## config.mk

```make
export PLATFORM = sky130hd
export DESIGN_NAME = div_result_fifo_flat
export DESIGN_NICKNAME = d
export VERILOG_FILES = /design/src/rtl/div_result_fifo_pkg.sv /design/src/rtl/div_result_fifo_if.sv /design/src/rtl/div_result_fifo_mem.sv /design/src/rtl/div_result_fifo.sv /design/src/flat_wrapper.sv
export SDC_FILE = /design/constraint.sdc
export NUM_CORES = 1
export LEC_CHECK = 0
export ABC_CLOCK_PERIOD_IN_PS = 2370
export CAP_MARGIN = 30
export CORE_AREA = 3 3 76 78
export CTS_BUF_LIST = sky130_fd_sc_hd__clkbuf_8 sky130_fd_sc_hd__clkbuf_16
export DETAILED_ROUTE_END_ITERATION = 10
export DIE_AREA = 0 0 79 81
export MAX_ROUTING_LAYER = met4
export PLACE_DENSITY_LB_ADDON = 0.3
export SLEW_MARGIN = 20
export SYNTH_ARGS = -nofsm -noshare
export SYNTH_HDL_FRONTEND = slang
export SYNTH_HIERARCHICAL = 1
export SYNTH_SLANG_ARGS = --single-unit
```

## constraint.sdc

```tcl
create_clock -name clk -period 2.37 [get_ports clk]
set_input_delay 0.5925 -clock clk [delete_from_list [all_inputs] [get_ports clk]]
set_output_delay 0.5925 -clock clk [all_outputs]
set_load 0.02 [all_outputs]
```

## src/rtl/div_result_fifo_pkg.sv

```systemverilog
// Shared ALU definitions for the divider result path: flag width and the
// packed {result, remainder, flag} entry layout.
package div_result_fifo_pkg;

   localparam int FLAG_W = 4;
   localparam int DIV_W  = 3;

   typedef struct packed {
      logic signed [DIV_W-1:0]  result;
      logic signed [DIV_W-1:0]  remainder;
      logic        [FLAG_W-1:0] flag;
   } div_entry_t;

   // Entry width for an arbitrary operand width, matching the div_entry_t layout.
   function automatic int entry_width(input int w);
      return 2 * w + FLAG_W;
   endfunction

endpackage

```

## src/rtl/div_result_fifo_if.sv

```systemverilog
// Push/pop handshake bundle between the divider, the result FIFO and its consumer.
interface div_result_fifo_if #(
   parameter int WIDTH = 3
);
   import div_result_fifo_pkg::*;

   logic                     in_valid;
   logic                     in_ready;
   logic signed [WIDTH-1:0]  in_result;
   logic signed [WIDTH-1:0]  in_remainder;
   logic        [FLAG_W-1:0] in_flag;

   logic                     out_valid;
   logic                     out_ready;
   logic signed [WIDTH-1:0]  out_result;
   logic signed [WIDTH-1:0]  out_remainder;
   logic        [FLAG_W-1:0] out_flag;

   // FIFO side
   modport slave (
      input  in_valid, in_result, in_remainder, in_flag, out_ready,
      output in_ready, out_valid, out_result, out_remainder, out_flag
   );

   // Producer/consumer side
   modport master (
      output in_valid, in_result, in_remainder, in_flag, out_ready,
      input  in_ready, out_valid, out_result, out_remainder, out_flag
   );

endinterface

```

## src/rtl/div_result_fifo_mem.sv

```systemverilog
// Entry storage: one synchronous write port, one asynchronous read port, no reset.
module div_result_fifo_mem #(
   parameter int EW    = 10,
   parameter int DEPTH = 4,
   localparam int AW   = $clog2(DEPTH)
) (
   input  logic          clk,
   input  logic          we,
   input  logic [AW-1:0] waddr,
   input  logic [EW-1:0] wdata,
   input  logic [AW-1:0] raddr,
   output logic [EW-1:0] rdata
);

   logic [EW-1:0] mem_q [DEPTH];

   always_ff @(posedge clk) begin
      if (we) begin
         mem_q[waddr] <= wdata;
      end
   end

   assign rdata = mem_q[raddr];

endmodule

```

## src/rtl/div_result_fifo.sv

```systemverilog
// Result FIFO behind the signed divider: strict-order storage of {result, remainder,
// flag}, occupancy count and a sticky OR of accepted flags.
module div_result_fifo
   import div_result_fifo_pkg::*;
#(
   parameter int WIDTH = 3,
   parameter int DEPTH = 4,
   localparam int AW   = $clog2(DEPTH),
   localparam int CW   = AW + 1
) (
   input  logic              clk,
   input  logic              rst,
   div_result_fifo_if.slave  bus,
   input  logic              clear_sticky,
   output logic [CW-1:0]     count,
   output logic [FLAG_W-1:0] sticky_flag
);

   typedef struct packed {
      logic signed [WIDTH-1:0]  result;
      logic signed [WIDTH-1:0]  remainder;
      logic        [FLAG_W-1:0] flag;
   } entry_t;

   localparam int            EW       = entry_width(WIDTH);
   localparam logic [CW-1:0] FULL_CNT = CW'(DEPTH);

   logic [AW-1:0]     wr_ptr_q, wr_ptr_d;
   logic [AW-1:0]     rd_ptr_q, rd_ptr_d;
   logic [CW-1:0]     count_q, count_d;
   logic [FLAG_W-1:0] sticky_q, sticky_d;

   logic   in_ready;
   logic   out_valid;
   logic   push;
   logic   pop;
   entry_t wr_entry;
   entry_t rd_entry;

   // in_ready deliberately ignores out_ready so a full FIFO never has a
   // ready path that depends combinationally on the consumer.
   always_comb begin
      in_ready  = (count_q < FULL_CNT) && !rst;
      out_valid = (count_q != '0);
      push      = bus.in_valid && in_ready;
      pop       = out_valid && bus.out_ready;

      wr_entry.result    = bus.in_result;
      wr_entry.remainder = bus.in_remainder;
      wr_entry.flag      = bus.in_flag;

      wr_ptr_d = wr_ptr_q + AW'(push);
      rd_ptr_d = rd_ptr_q + AW'(pop);
      count_d  = count_q;
      case ({push, pop})
         2'b10:   count_d = count_q + 1'b1;
         2'b01:   count_d = count_q - 1'b1;
         default: count_d = count_q;
      endcase
      sticky_d = (clear_sticky ? '0 : sticky_q) | (push ? bus.in_flag : '0);

      if (rst) begin
         wr_ptr_d = '0;
         rd_ptr_d = '0;
         count_d  = '0;
         sticky_d = '0;
      end
   end

   always_ff @(posedge clk) begin
      wr_ptr_q <= wr_ptr_d;
      rd_ptr_q <= rd_ptr_d;
      count_q  <= count_d;
      sticky_q <= sticky_d;
   end

   div_result_fifo_mem #(
      .EW    (EW),
      .DEPTH (DEPTH)
   ) u_mem (
      .clk   (clk),
      .we    (push),
      .waddr (wr_ptr_q),
      .wdata (wr_entry),
      .raddr (rd_ptr_q),
      .rdata (rd_entry)
   );

   // Head is shown straight from storage; zeros hide stale slots when empty.
   assign bus.in_ready      = in_ready;
   assign bus.out_valid     = out_valid;
   assign bus.out_result    = out_valid ? rd_entry.result    : '0;
   assign bus.out_remainder = out_valid ? rd_entry.remainder : '0;
   assign bus.out_flag      = out_valid ? rd_entry.flag      : '0;

   assign count       = count_q;
   assign sticky_flag = sticky_q;

endmodule
```

## src/flat_wrapper.sv

```systemverilog
// flat-port wrapper written by rule: the top's interface ports become plain ports
module div_result_fifo_flat import div_result_fifo_pkg::*;
#(
   parameter int WIDTH = 3,
   parameter int DEPTH = 4,
   localparam int AW   = $clog2(DEPTH),
   localparam int CW   = AW + 1
)
  (clk, rst, clear_sticky, count, sticky_flag, bus_in_valid, bus_in_result, bus_in_remainder, bus_in_flag, bus_out_ready, bus_in_ready, bus_out_valid, bus_out_result, bus_out_remainder, bus_out_flag);
  div_result_fifo_if #(.WIDTH(WIDTH)) bus_i ();
  input  logic clk;
  input  logic rst;
  input  logic clear_sticky;
  output logic [CW-1:0] count;
  output logic [FLAG_W-1:0] sticky_flag;
  input wire logic [$bits(bus_i.in_valid)-1:0] bus_in_valid;
  input wire logic [$bits(bus_i.in_result)-1:0] bus_in_result;
  input wire logic [$bits(bus_i.in_remainder)-1:0] bus_in_remainder;
  input wire logic [$bits(bus_i.in_flag)-1:0] bus_in_flag;
  input wire logic [$bits(bus_i.out_ready)-1:0] bus_out_ready;
  output wire logic [$bits(bus_i.in_ready)-1:0] bus_in_ready;
  output wire logic [$bits(bus_i.out_valid)-1:0] bus_out_valid;
  output wire logic [$bits(bus_i.out_result)-1:0] bus_out_result;
  output wire logic [$bits(bus_i.out_remainder)-1:0] bus_out_remainder;
  output wire logic [$bits(bus_i.out_flag)-1:0] bus_out_flag;
  assign bus_i.in_valid = bus_in_valid;
  assign bus_i.in_result = bus_in_result;
  assign bus_i.in_remainder = bus_in_remainder;
  assign bus_i.in_flag = bus_in_flag;
  assign bus_i.out_ready = bus_out_ready;
  assign bus_in_ready = bus_i.in_ready;
  assign bus_out_valid = bus_i.out_valid;
  assign bus_out_result = bus_i.out_result;
  assign bus_out_remainder = bus_i.out_remainder;
  assign bus_out_flag = bus_i.out_flag;
  div_result_fifo #(.WIDTH(WIDTH), .DEPTH(DEPTH)) u_core (.clk(clk), .rst(rst), .bus(bus_i), .clear_sticky(clear_sticky), .count(count), .sticky_flag(sticky_flag));
endmodule
```

# After elaboration in Yosys (flattened, before gate mapping)
# Memory sizes are Yosys's and may differ from the RTL's. A register that Yosys moved wholly into a read port is not among the register bits.
# Cells that the tools add are included.
# word_totals
reg_bits	11
ramBits	40
in_bits	15
output_inout_bits	19
elab_cells	28
memories	1
# classes
n_addsub	4
n_lt_le_gt_ge	1
n_eq_ne	2
mux	9
n_bitwise	1
n_reduce_logical	6
# mem_list
name	depth	width	rd	rd_clocked_by_memory_dff	wr	line	text
u_core.u_mem.mem_q	4	10	1	1	1	div_result_fifo_mem.sv:15	logic [EW-1:0] mem_q [DEPTH];
# op_table
op	n
4-bit two-way mux	3
3-bit two-way mux	2
3-bit one-hot mux with 2 select lines	1
2-bit by 1-bit adder with 2-bit output	2
4-bit bitwise OR	1
3-bit by 1-bit adder with 3-bit output (second input constant)	1
1-bit logical AND	3
3-bit less-than comparator (second input constant)	1
3-bit nonzero test	1
3-bit by 1-bit subtractor with 3-bit output (second input constant)	1
2-bit by 1-bit equality test with 1-bit output (second input constant)	1
2-bit equality test (second input constant)	1
1-bit two-way mux	2
2-bit two-way mux	1
2-bit nonzero test	1
1-bit logical NOT	1

# Longest topological paths before layout
# Gate-level depths: netlist of run 1.
# depth
ltp_word	5
mapped_depth	9
ltp_nobuf	9

# Cells and area by module
# Netlist of run 1, hierarchy kept.
# by_module_without_submodules
mod	n_inst	cells_per_inst	area_per_inst_um2	seq_area_each_um2
div_result_fifo_mem	1	56	1473.9	1201.2
div_result_fifo	1	64	543.0	220.2

# Worst setup path before layout of run 1
# No wires, ideal clock.
# synth_timing
path_kind	input -> register
startpoint	input bus_in_valid
endpoint	memory u_core.u_mem.mem_q[0][0] (enable)
setup_time_ns	0.392
arrival_ns	1.956
t_required_ns	1.978
path_slack_ns	0.022
stages	3
path_buffers	0
cell_sequence	nor2b_1 nor2b_1 nor3b_1
# synth_between
elab_chain_len	3
# synth_lines
element	line	text
from (decl)	flat_wrapper.sv:16	input wire logic [$bits(bus_i.in_valid)-1:0] bus_in_valid;
1-bit logical AND	div_result_fifo.sv:45	push = bus.in_valid && in_ready;
net u_core.push	div_result_fifo.sv:35	logic push;
1-bit two-way mux	div_result_fifo_mem.sv:18	if (we) begin
1-bit two-way mux (not written as such)	div_result_fifo_mem.sv:19	mem_q[waddr] <= wdata;
to (decl)	div_result_fifo_mem.sv:15	
# The timed path passes the listed nets, and every way through them passes these cells.

==> results.py, run 1 <==
metrics = {
    "run_status": {
        "outcome": "finished clean",
    },
    "clock_network": {
        "insertion_delay_ps": 290,
        "clkTransAtPathRegs_ps": 80,
        "htreeDepth": 2,
        "cts_root_buffer": "clkbuf_8",
        "cts_tree": "done",
        "holdBufCountCts": 0,
        "tritoncts.num_buffers": 5,
        "cts.path.max_buffers": 2,
        "cts_sinks": 51,
    },
    "placed_design": {
        "port_buffers": 33,
        "dp.final_hpwl_um": 2660,
        "gp_congestion": 0.728,
    },
    "global_route": {
        "grt_pass1_vias": 1258,
        "grt_max_degree": 16,
        "antenna_found_initial": 0,
        "grt_pass1_wl_um": 5580,
        "grt_overflow": 0,
        "track_usage_pct": 12.1,
    },
    "routing": {
        "drcViolationCount": 0,
        "num_vias": 1154,
        "drtIter0Drc": 33,
        "wl_per_cell_um": 14.8,
        "avgViaCountPerCell": 4.63,
        "dr.pass1.iters": 4,
        "drt-total-wl_um": 3670,
        "ant_nets": 0,
    },
    "pwr": {
        "peakVddDrop_v": 0.000565,
        "power.total_mw": 2.65,
        "powerDensity_nw_per_um2": 984,
        "p_leak_nw": 0.971,
    },
    "synthesis": {
        "synth_area_um2": 2020,
        "seq_area_frac_synth_pct": 70.5,
        "syn_avg_cell_area_um2": 16.8,
        "synth_warnings": 6,
        "synthesis.nets": 139,
        "synth_seq_cells": 51,
        "netlist_instances": 120,
        "ys_types": 21,
    },
    "timing": {
        "grt_setup_unrepaired": "yes",
        "fin_crit_sh_pct": 98.1,
        "fmax_ghz": 0.430,
        "tightest_slew_ps": 317,
        "fin_skew_ps": 4.54,
        "period_minus_slack_ps": 2320,
        "finalHoldViolations": 0,
        "maxSlewViolCount": 0,
        "relSlewSlack_pct": 78.8,
        "setup_viol": 0,
    },
    "cells_and_area": {
        "antenna_cells": 0,
        "final_cell_mix": "edfxtp_1 (40), clkdlybuf4s50_1 (22), buf_4 (21), nor2b_1 (17), dfxtp_1 (11)",
        "fin_nets": 197,
        "layout_commonest_cell": "edfxtp_1",
        "final_util_pct": 52.5,
        "drive_gt1_share_pct": 30.7,
        "area_delta_synth_final_pct": 33.7,
    },
    "worst_setup_path": {
        "critPathKind": "register to primary output",
        "crit_path_end_kind": "primary output",
        "startpoint_type": "register",
        "crit_fanout": 11,
        "arrival_ps": 1730,
        "worst_ep_required_time_ps": 1780,
    },
    "floorplanning": {
        "die_h_um": 81,
        "die_x_um": 79,
        "pin_count": 34,
        "start_util_pct": 39.2,
        "die_area_um2": 6400,
        "rows": 26,
        "core_um2": 5140,
    },
    "flow_run": {
        "drv_cap": 0,
    },
    "worst_hold_path": {
        "worstHoldPathType": "register to register",
    },
}
-- layout make-up --
type	count	area [um2]
Sequential cell	51	1420
Clock buffer	5	68.8
Multi-Input combinational cell	60	588
Clock inverter	3	37.5
Inverter	5	18.8
Fill cell	469	2440
Timing Repair Buffer	55	474
Tap cell	70	87.6
-- flip-flops by register name (all words and copies together), names as in the netlist --
register	cells
u_core/wr_ptr_q	2
u_core/sticky_flag	4
u_core/u_mem/mem_q	40
u_core/count	3
u_core/rd_ptr_q	2
-- metrics by stage --
| step | area [um2] | hold slack [ps] | setup WS (ps) | instances | setup TNS (ps) |
|---|---|---|---|---|---|
| 6_report | 2700 | 571 | 45.9 | 249 | 0 |
| 5_1_grt | 2700 | 593 | -29.7 | 249 | -29.7 |
| 4_1_cts | 2670 | 569 | 4.29 | 246 | 0 |
| 3_5_place_dp | 2560 | 545 | -269 | 238 | -354 |
| 3_3_place_gp | 2560 | 524 | -148 | 238 | -190 |
| 2_1_floorplan | 2020 | 475 | 22.1 | 120 | 0 |
-- worst max-delay path: stages (launching register included) --
cell	delay (ps)
dfxtp_1	360
buf_12	160
mux4_2	490
nor2b_1	140
clkdlybuf4s15_1	270
-- worst paths after layout --
| kind | depth (start not counted) | endpoint | slack, ps | startpoint |
|---|---|---|---|---|
| setup reg to reg | 9 | u_core/count[2] | 100 | u_core/count[2] |
| hold reg to reg | 2 | u_core/wr_ptr_q[1] | 570 | u_core/wr_ptr_q[1] |
| setup / recovery | 4 | bus_out_remainder[0] | 50 | u_core/rd_ptr_q[0] |
| hold / removal | 2 | u_core/wr_ptr_q[1] | 570 | u_core/wr_ptr_q[1] |
-- cells in the mapped netlist --
| cell type | number | area share, % |
|---|---|---|
| edfxtp_1 | 40 | 60 |
| nor2b_1 | 19 | 5.9 |
| dfxtp_1 | 11 | 11 |
| mux4_2 | 10 | 11 |
| nor2_1 | 10 | 1.9 |
| a21oi_1 | 6 | 1.5 |
| inv_1 | 5 | 0.93 |
| ha_1 | 3 | 1.9 |
| and3b_1 | 2 | 0.87 |
| xnor2_1 | 2 | 0.87 |
| xor2_1 | 2 | 0.87 |
| and3_1 | 1 | 0.31 |
| buf_2 | 1 | 0.25 |
| buf_6 | 1 | 0.56 |
| clkbuf_1 | 1 | 0.19 |
| clkbuf_2 | 1 | 0.25 |
| fa_1 | 1 | 0.99 |
| nor3_1 | 1 | 0.25 |
| nor3b_1 | 1 | 0.37 |
| o21ai_0 | 1 | 0.25 |
| or3_1 | 1 | 0.31 |
-- kinds of logic after synthesis --
logic type / Yosys count / synth area share (%)
buf+inv: 9 / 2.17
compound gates: 7 / 1.74
fa+ha+maj: 4 / 2.85
mux: 10 / 11.2
simple gates: 35 / 9.86
xor+xnor: 4 / 1.74
flops: 51 / 70.5
-- report_power, final --
group | switching, mW | internal [mW]
clock | 0.259 | 0.307
sequential | 0.0417 | 1.03
combinational | 0.498 | 0.519
total | 0.798 | 1.85
-- metal layers --
| layer | track usage [%] | vias up | wire length, um |
|---|---|---|---|
| met5 | - | - | 0 |
| met4 | 4.12 | 0 | 40 |
| met3 | 2.55 | 5 | 146 |
| met2 | 22.4 | 31 | 2010 |
| met1 | 12.7 | 564 | 1470 |
| li1 | - | 554 | - |
-- what timing repair did --
item	in CTS	in global routing
setup buffers	0	3
setup endpoints to repair	11	10
pin swaps	0	3
gates resized for setup	23	17
No activity file was read; power rests on OpenSTA's default activity.
==> inputs of run 2 (changes only) <==
DONT_BUFFER_PORTS = 1   (was unset)
==> run 2 against run 1 <==
  * Global-route usage is 0.27 points higher
  * Design area down 16%
  * Die area unchanged
  * Largest power group unchanged
  * Final cell count down 18%
  * Clock skew is 2.0 ps higher
  * Setup slack improved by 100 ps
  * Register-to-register slack better by 130 ps
==> results.py, run 2 (synthesis gave the netlist of run 1 again) <==
metrics = {
    "run_status": {
        "outcome": "finished clean",
    },
    "clock_network": {
        "postCtsSetupBuffers": 0,
        "htreeDepth": 2,
        "holdBufCountCts": 0,
        "clkTransAtPathRegs_ps": 80,
        "cts.path.max_buffers": 2,
        "cts_sinks": 51,
        "insertion_delay_ps": 300,
        "cts_resized": 0,
        "tritoncts.num_buffers": 5,
        "cts_root_buffer": "clkbuf_8",
        "cts_tree": "done",
    },
    "routing": {
        "drt-total-wl_um": 3500,
        "drcViolationCount": 0,
        "dr.pass1.iters": 4,
        "ant_nets": 0,
        "drtIter0Drc": 32,
        "wl_per_cell_um": 17.1,
        "num_vias": 1012,
        "avgViaCountPerCell": 4.94,
    },
    "worst_setup_path": {
        "r2r_cells": 8,
        "r2r-end": "u_core/count[2]",
        "r2r_slack_ps": 230,
        "startpoint_type": "register",
        "reg2reg_from": "u_core/count[2]",
        "crit_fanout": 10,
        "crit_path_end_kind": "primary output",
        "critPathKind": "register to primary output",
        "worst_ep_required_time_ps": 1780,
        "arrival_ps": 1630,
    },
    "pwr": {
        "powerDensity_nw_per_um2": 1030,
        "pwr-share-comb_pct": 29.8,
        "p_leak_nw": 0.769,
        "power.total_mw": 2.33,
        "power.switching_mw": 0.725,
        "intPower_mw": 1.61,
        "clock_power_share_pct": 24.4,
        "seq_power_share_pct": 45.8,
        "switching_share_pct": 31.1,
        "peakVddDrop_v": 0.000411,
    },
    "floorplanning": {
        "pin_count": 34,
        "start_util_pct": 39.2,
        "die_h_um": 81,
        "rows": 26,
        "die_x_um": 79,
        "die_area_um2": 6400,
        "core_um2": 5140,
    },
    "flow_run": {
        "drv_cap": 0,
    },
    "timing": {
        "totalNegativeSetupSlack_ps": 0,
        "period_minus_slack_ps": 2220,
        "relSlewSlack_pct": 70.3,
        "maxSlewViolCount": 0,
        "grt_setup_unrepaired": "no",
        "fin_skew_ps": 6.55,
        "fmax_ghz": 0.450,
        "fin_crit_sh_pct": 93.8,
        "tightest_slew_ps": 444,
        "finalHoldViolations": 0,
        "whs_ps": 357,
        "setup_viol": 0,
    },
    "cells_and_area": {
        "final_util_pct": 44.1,
        "fin_nets": 153,
        "area_delta_synth_final_pct": 12.5,
        "final_cell_mix": "edfxtp_1 (40), nor2b_1 (19), buf_4 (11), dfxtp_1 (11)",
        "fill_cells": 490,
        "largest_register": "u_core/u_mem/mem_q",
        "largest_reg_flops": 40,
        "antenna_cells": 0,
        "layout_commonest_cell": "edfxtp_1",
        "drive_gt1_share_pct": 20.0,
    },
    "global_route": {
        "grt_overflow": 0,
        "antenna_found_initial": 0,
        "track_usage_pct": 12.3,
        "grt_pass1_wl_um": 5580,
        "grt_pass1_vias": 1135,
        "grt_max_degree": 16,
    },
    "worst_hold_path": {
        "holdPathEnd": "u_core/wr_ptr_q[0]",
        "worstHoldPathType": "primary input to register",
        "hp-start": "rst",
        "hold_depth": 1,
    },
    "placed_design": {
        "dp.final_hpwl_um": 2430,
        "port_buffers": 0,
        "gp_congestion": 0.743,
    },
}
[run 2: worst max path at each step]
| stage | endpoint | start |
|---|---|---|
| CTS | bus_out_flag[2] | u_core/rd_ptr_q[0] |
| global placement | u_core/count[2] | bus_in_valid |
| floorplan | u_core/u_mem/mem_q[0][0] | bus_in_valid |
| detailed placement | u_core/count[2] | bus_in_valid |
| finish | bus_out_flag[2] | u_core/rd_ptr_q[0] |
| global route | bus_out_result[0] | u_core/rd_ptr_q[0] |
[run 2: power by group through the flow]
stage	Sequential, mW	Clock (mW)	Combinational [mW]
2_1_floorplan	1.11	0	0.536
3_3_place_gp	1.08	0	0.686
3_5_place_dp	1.09	0	0.713
4_1_cts	1.07	0.589	0.714
5_1_grt	1.08	0.623	0.757
6_report	1.07	0.569	0.694
[run 2: critical path, cell delays in order, from the launching register on]
cell and delay [ps]:
dfxtp_1 350, buf_4 250, mux4_2 530, nor2b_1 210
[run 2: cell type report]
cell class / instances / area, um2 / area share [%]
tap: 70 / 87.6 / 3.86
clock buffer: 5 / 68.8 / 3.03
timing repair buffer: 11 / 82.6 / 3.64
inverter: 5 / 18.8 / 0.827
clock inverter: 3 / 37.5 / 1.65
multi-input combinational: 60 / 552 / 24.3
sequential: 51 / 1420 / 62.7
[run 2: layer usage]
metal	vias up	wire [um]	track usage, %
li1	468	-	-
met1	505	1450	12.7
met2	35	1770	21.7
met3	4	252	5.10
met4	0	27	3.61
met5	-	0	-
[run 2: metrics by stage]
| step | cells | setup slack, ps | cell area (um2) |
|---|---|---|---|
| after CTS | 205 | 107 | 2270 |
| after global placement | 197 | 203 | 2160 |
| after floorplan | 120 | 22.1 | 2020 |
| after global routing | 205 | 62.7 | 2270 |
| after detailed placement | 197 | -22.3 | 2160 |
| final | 205 | 147 | 2270 |
